**src/rtl/sync_multi.sv**
```systemverilog
// sync_multi: multi-channel synchroniser for asynchronous control inputs.
// Each channel runs through a STAGES-deep flop chain, then an optional
// persistence filter, and produces registered single-cycle rise/fall pulses
// that line up with the new level on sync_out.
module sync_multi #(
  parameter int unsigned          WIDTH       = 1,
  parameter int                   STAGES      = 2,
  parameter int                   FILTER      = 0,
  parameter logic [WIDTH-1:0]     RESET_VALUE = '0
) (
  input  logic             clk,
  input  logic             reset,
  input  logic [WIDTH-1:0] async_in,
  output logic [WIDTH-1:0] sync_out,
  output logic [WIDTH-1:0] rise,
  output logic [WIDTH-1:0] fall
);

  if (STAGES < 2) begin : g_bad_stages
    $error("sync_multi: STAGES must be at least 2");
  end
  if (FILTER < 0) begin : g_bad_filter
    $error("sync_multi: FILTER must not be negative");
  end

  localparam int unsigned NST     = unsigned'(STAGES);
  localparam int          CW      = (FILTER > 0) ? $clog2(FILTER + 1) : 1;
  localparam logic [CW-1:0] CNT_MAX = CW'(FILTER);

  logic [WIDTH-1:0] chain_q [NST];
  logic [WIDTH-1:0] raw;
  logic [WIDTH-1:0] sync_q, sync_d;
  logic [WIDTH-1:0] rise_q, fall_q;
  logic [CW-1:0]    cnt_q [WIDTH];
  logic [CW-1:0]    cnt_d [WIDTH];

  assign raw = chain_q[NST-1];

  // Filter: a differing raw level is accepted once it has been seen on
  // FILTER+1 consecutive edges; any return to the current level clears the count.
  always_comb begin
    sync_d = sync_q;
    for (int unsigned i = 0; i < WIDTH; i++) begin
      cnt_d[i] = '0;
      if (raw[i] != sync_q[i]) begin
        if (cnt_q[i] == CNT_MAX) begin
          sync_d[i] = raw[i];
        end else begin
          cnt_d[i] = cnt_q[i] + CW'(1);
        end
      end
    end
  end

  // Chain, filtered level, counters and edge pulses; reset overrides everything.
  always_ff @(posedge clk) begin
    if (reset) begin
      for (int unsigned k = 0; k < NST; k++) begin
        chain_q[k] <= RESET_VALUE;
      end
      for (int unsigned i = 0; i < WIDTH; i++) begin
        cnt_q[i] <= '0;
      end
      sync_q <= RESET_VALUE;
      rise_q <= '0;
      fall_q <= '0;
    end else begin
      chain_q[0] <= async_in;
      for (int unsigned k = 1; k < NST; k++) begin
        chain_q[k] <= chain_q[k-1];
      end
      for (int unsigned i = 0; i < WIDTH; i++) begin
        cnt_q[i] <= cnt_d[i];
      end
      sync_q <= sync_d;
      rise_q <= ~sync_q & sync_d;
      fall_q <= sync_q & ~sync_d;
    end
  end

  assign sync_out = sync_q;
  assign rise     = rise_q;
  assign fall     = fall_q;

endmodule
```
**config.mk**
```make
export PLATFORM = sky130hd
export DESIGN_NAME = sync_multi
export DESIGN_NICKNAME = d
export VERILOG_FILES = /design/src/rtl/sync_multi.sv
export SDC_FILE = /design/constraint.sdc
export NUM_CORES = 1
export LEC_CHECK = 0
export BUFFER_PORTS_ARGS = -buffer_cell sky130_fd_sc_hd__buf_4
export CORE_AREA = 2 2 39 41
export CTS_CLUSTER_DIAMETER = 60
export DETAILED_ROUTE_END_ITERATION = 10
export DIE_AREA = 0 0 41 43
export PLACE_DENSITY_LB_ADDON = 0.25
export SYNTH_ARGS = -nofsm -noshare
export SYNTH_HDL_FRONTEND = slang
export SYNTH_SLANG_ARGS = --single-unit
```
**constraint.sdc**
```tcl
create_clock -name clk -period 0.8 [get_ports clk]
set_input_delay 0.16 -clock clk [delete_from_list [all_inputs] [get_ports clk]]
set_output_delay 0.16 -clock clk [all_outputs]
set_load 0.02 [all_outputs]
```
==> results.cfg <==
[worst_setup_path]
worst-path-buf-inv = 1
cp_top_family = flip-flops
critPathKind = register to primary output
critPathMaxFanout = 2
slowest_stage = dfxtp_2
cp_cell_sequence = buf_6
slowest_delay_ps = 310
cp-end-kind = primary output
worstPathArrival_ps = 670
required_ps = 640
critPathLaunchType = register

[grt]
grt.total_usage_pct = 4.217
grt_pass1_wl_um = 379
antenna_found_initial = 0
grt_overflow_total = 0
grt_pass1_vias = 101
grt_max_degree = 6

[clocking]
clk_pin_slew_worst_paths_ps = 40
cts_max_path_buffers = 2
cts_tree = built
insertion_delay_ps = 240
cts_sinks = 5
root_buffer = clkbuf_4
cts_inserted_buffers = 3
h-tree-depth = 1

[timing]
rsz0062_at_grt = true
post-route-period-util_pct = 104.2
finalHoldViolCount = 0
setup_viol = 3
min_period_ps = 833.4
slew_violations = 0
slew_headroom_pct = 89.78
timing.final.ws_setup_ps = -33.41
max_slew.worst_pin.slew_ps = 153.0
clock.fmax_ghz = 1.200
skew_ps = 2.740

[synth]
yosys.area.top_type = dfxtp_1
yosysUniqueCellTypes = 3
ys_seq_elements = 5
yosys_warnings = 0
syn_nets = 13
async_reset_ff_share_pct = 0
synth_edf_count = 0
syn_area_um2 = 133.9
yosysTopAreaCellShare_pct = 74.77
synthTopCellsByCount = 5 x dfxtp_1, 3 x nor2b_1, 2 x nor3b_1
ys_seq_area_share_pct = 74.77
synthMostInstantiatedCell = dfxtp_1
synth.avg_cell_area_um2 = 13.39
synthCells = 10
ys_top_cells_by_area = dfxtp_1 75%, nor2b_1 14%, nor3b_1 11%
synth_ff_type = dfxtp_1

[cells_and_area]
n_fill_cell = 154
final_core_util_pct = 17.36
insertedDiodeCount = 0
nNetsFinal = 24
drive_gt1_share_pct = 60.00
areaGrowthSynthToFinish_pct = 79.44
register_area_um2 = 103.9
multi_input_area_um2 = 33.78

[min_path]
hp-class = input port to register

[drt]
first_pass_iters = 2
wirelength_um = 208
vias = 107
wl_per_cell_um = 5.778
drc_errors = 0
via_per_inst = 2.972
ant_nets = 0
dr.first_iter.drc_count = 4

[die]
coreArea_um2 = 1384
num_rows = 14
boundaryPins = 6
start_util_pct = 9.674
dieWidth_um = 41
die_area_um2 = 1763
die_h_um = 43

[outcome]
run_status = complete, but fails checks
violations = setup timing

[power_and_ir_drop]
design_power_total_mw = 0.5759
p_leak_nw = 0.1002
powerDensity_nw_per_um2 = 2397
vdd_drop_max_mv = 0.8292

[run]
maxCapViolCount = 0

[place]
hpwlAfterDp_um = 146.7
numPortBuffers = 5
gp_congestion = 0.5059
per-layer routing:
layer	global-route usage (%)	vias to the layer above	part of all wire (%)
met5	0	-	0
met1	2.894	46	49
li1	-	53	-
met4	4.000	0	2.9
met3	7.853	2	15
met2	3.750	6	32
layout by cell type (no fill, tap or decap), drive strengths merged:
| master | count |
|---|---|
| clkbuf | 4 |
| dfxtp | 5 |
| buf | 6 |
| nor3b | 2 |
| nor2b | 3 |
sequential cells by signal, indices dropped and copies added (netlist names):
signal and flops:
chain_q 2, sync_out 1, rise 1, fall 1
final cells by class:
cell class	count	area share (%)
Clock buffer	4	10.94
Multi-Input combinational cell	5	14.06
Sequential cell	5	43.23
Tap cell	16	8.333
Timing Repair Buffer	6	23.44
through the flow:
step	area (um2)	setup slack, ps	hold WS [ps]	TNS, ps	instances
after floorplan	133.9	114.2	231.6	0	10
after global placement	191.4	178.5	356.8	0	31
after detailed placement	191.4	163.3	364.9	0	31
after CTS	240.2	-41.41	108.2	-106.7	36
after global routing	240.2	-56.47	113.7	-150.6	36
final	240.2	-33.41	112.0	-81.24	36
path summary, 6_finish.rpt:
kind                                 start             endpoint  slack, ps  depth (start not counted)
setup / recovery       sync_out$_SDFF_PP0_             sync_out        -30                          1
hold / removal                       reset  sync_out$_SDFF_PP0_        110                          2
setup reg to reg       sync_out$_SDFF_PP0_      rise$_SDFF_PP0_        100                          2
hold reg to reg   chain_q[0][1]$_SDFF_PP0_      fall$_SDFF_PP0_        410                          1
kinds of logic after synthesis:
logic type / synth area share [%]
flops: 74.77
simple gates: 25.23
power by group:
group | switching, mW | total [mW] | leakage (nW) | internal, mW
combinational | 0.0112 | 0.0298 | 0.0429 | 0.0186
clock | 0.0959 | 0.284 | 0.0150 | 0.188
sequential | 0.00315 | 0.262 | 0.0423 | 0.259
repair_timing:
| item | 4_1_cts | 5_1_grt |
|---|---|---|
| gates cloned | 0 | 0 |
| setup buffers | 1 | 0 |
| hold buffers | 0 | 0 |
| resized for setup | 6 | 0 |
| endpoints found under the setup margin | 3 | 3 |
| endpoints found under the hold margin | 0 | 0 |
Power figures use the tool's default switching activity.
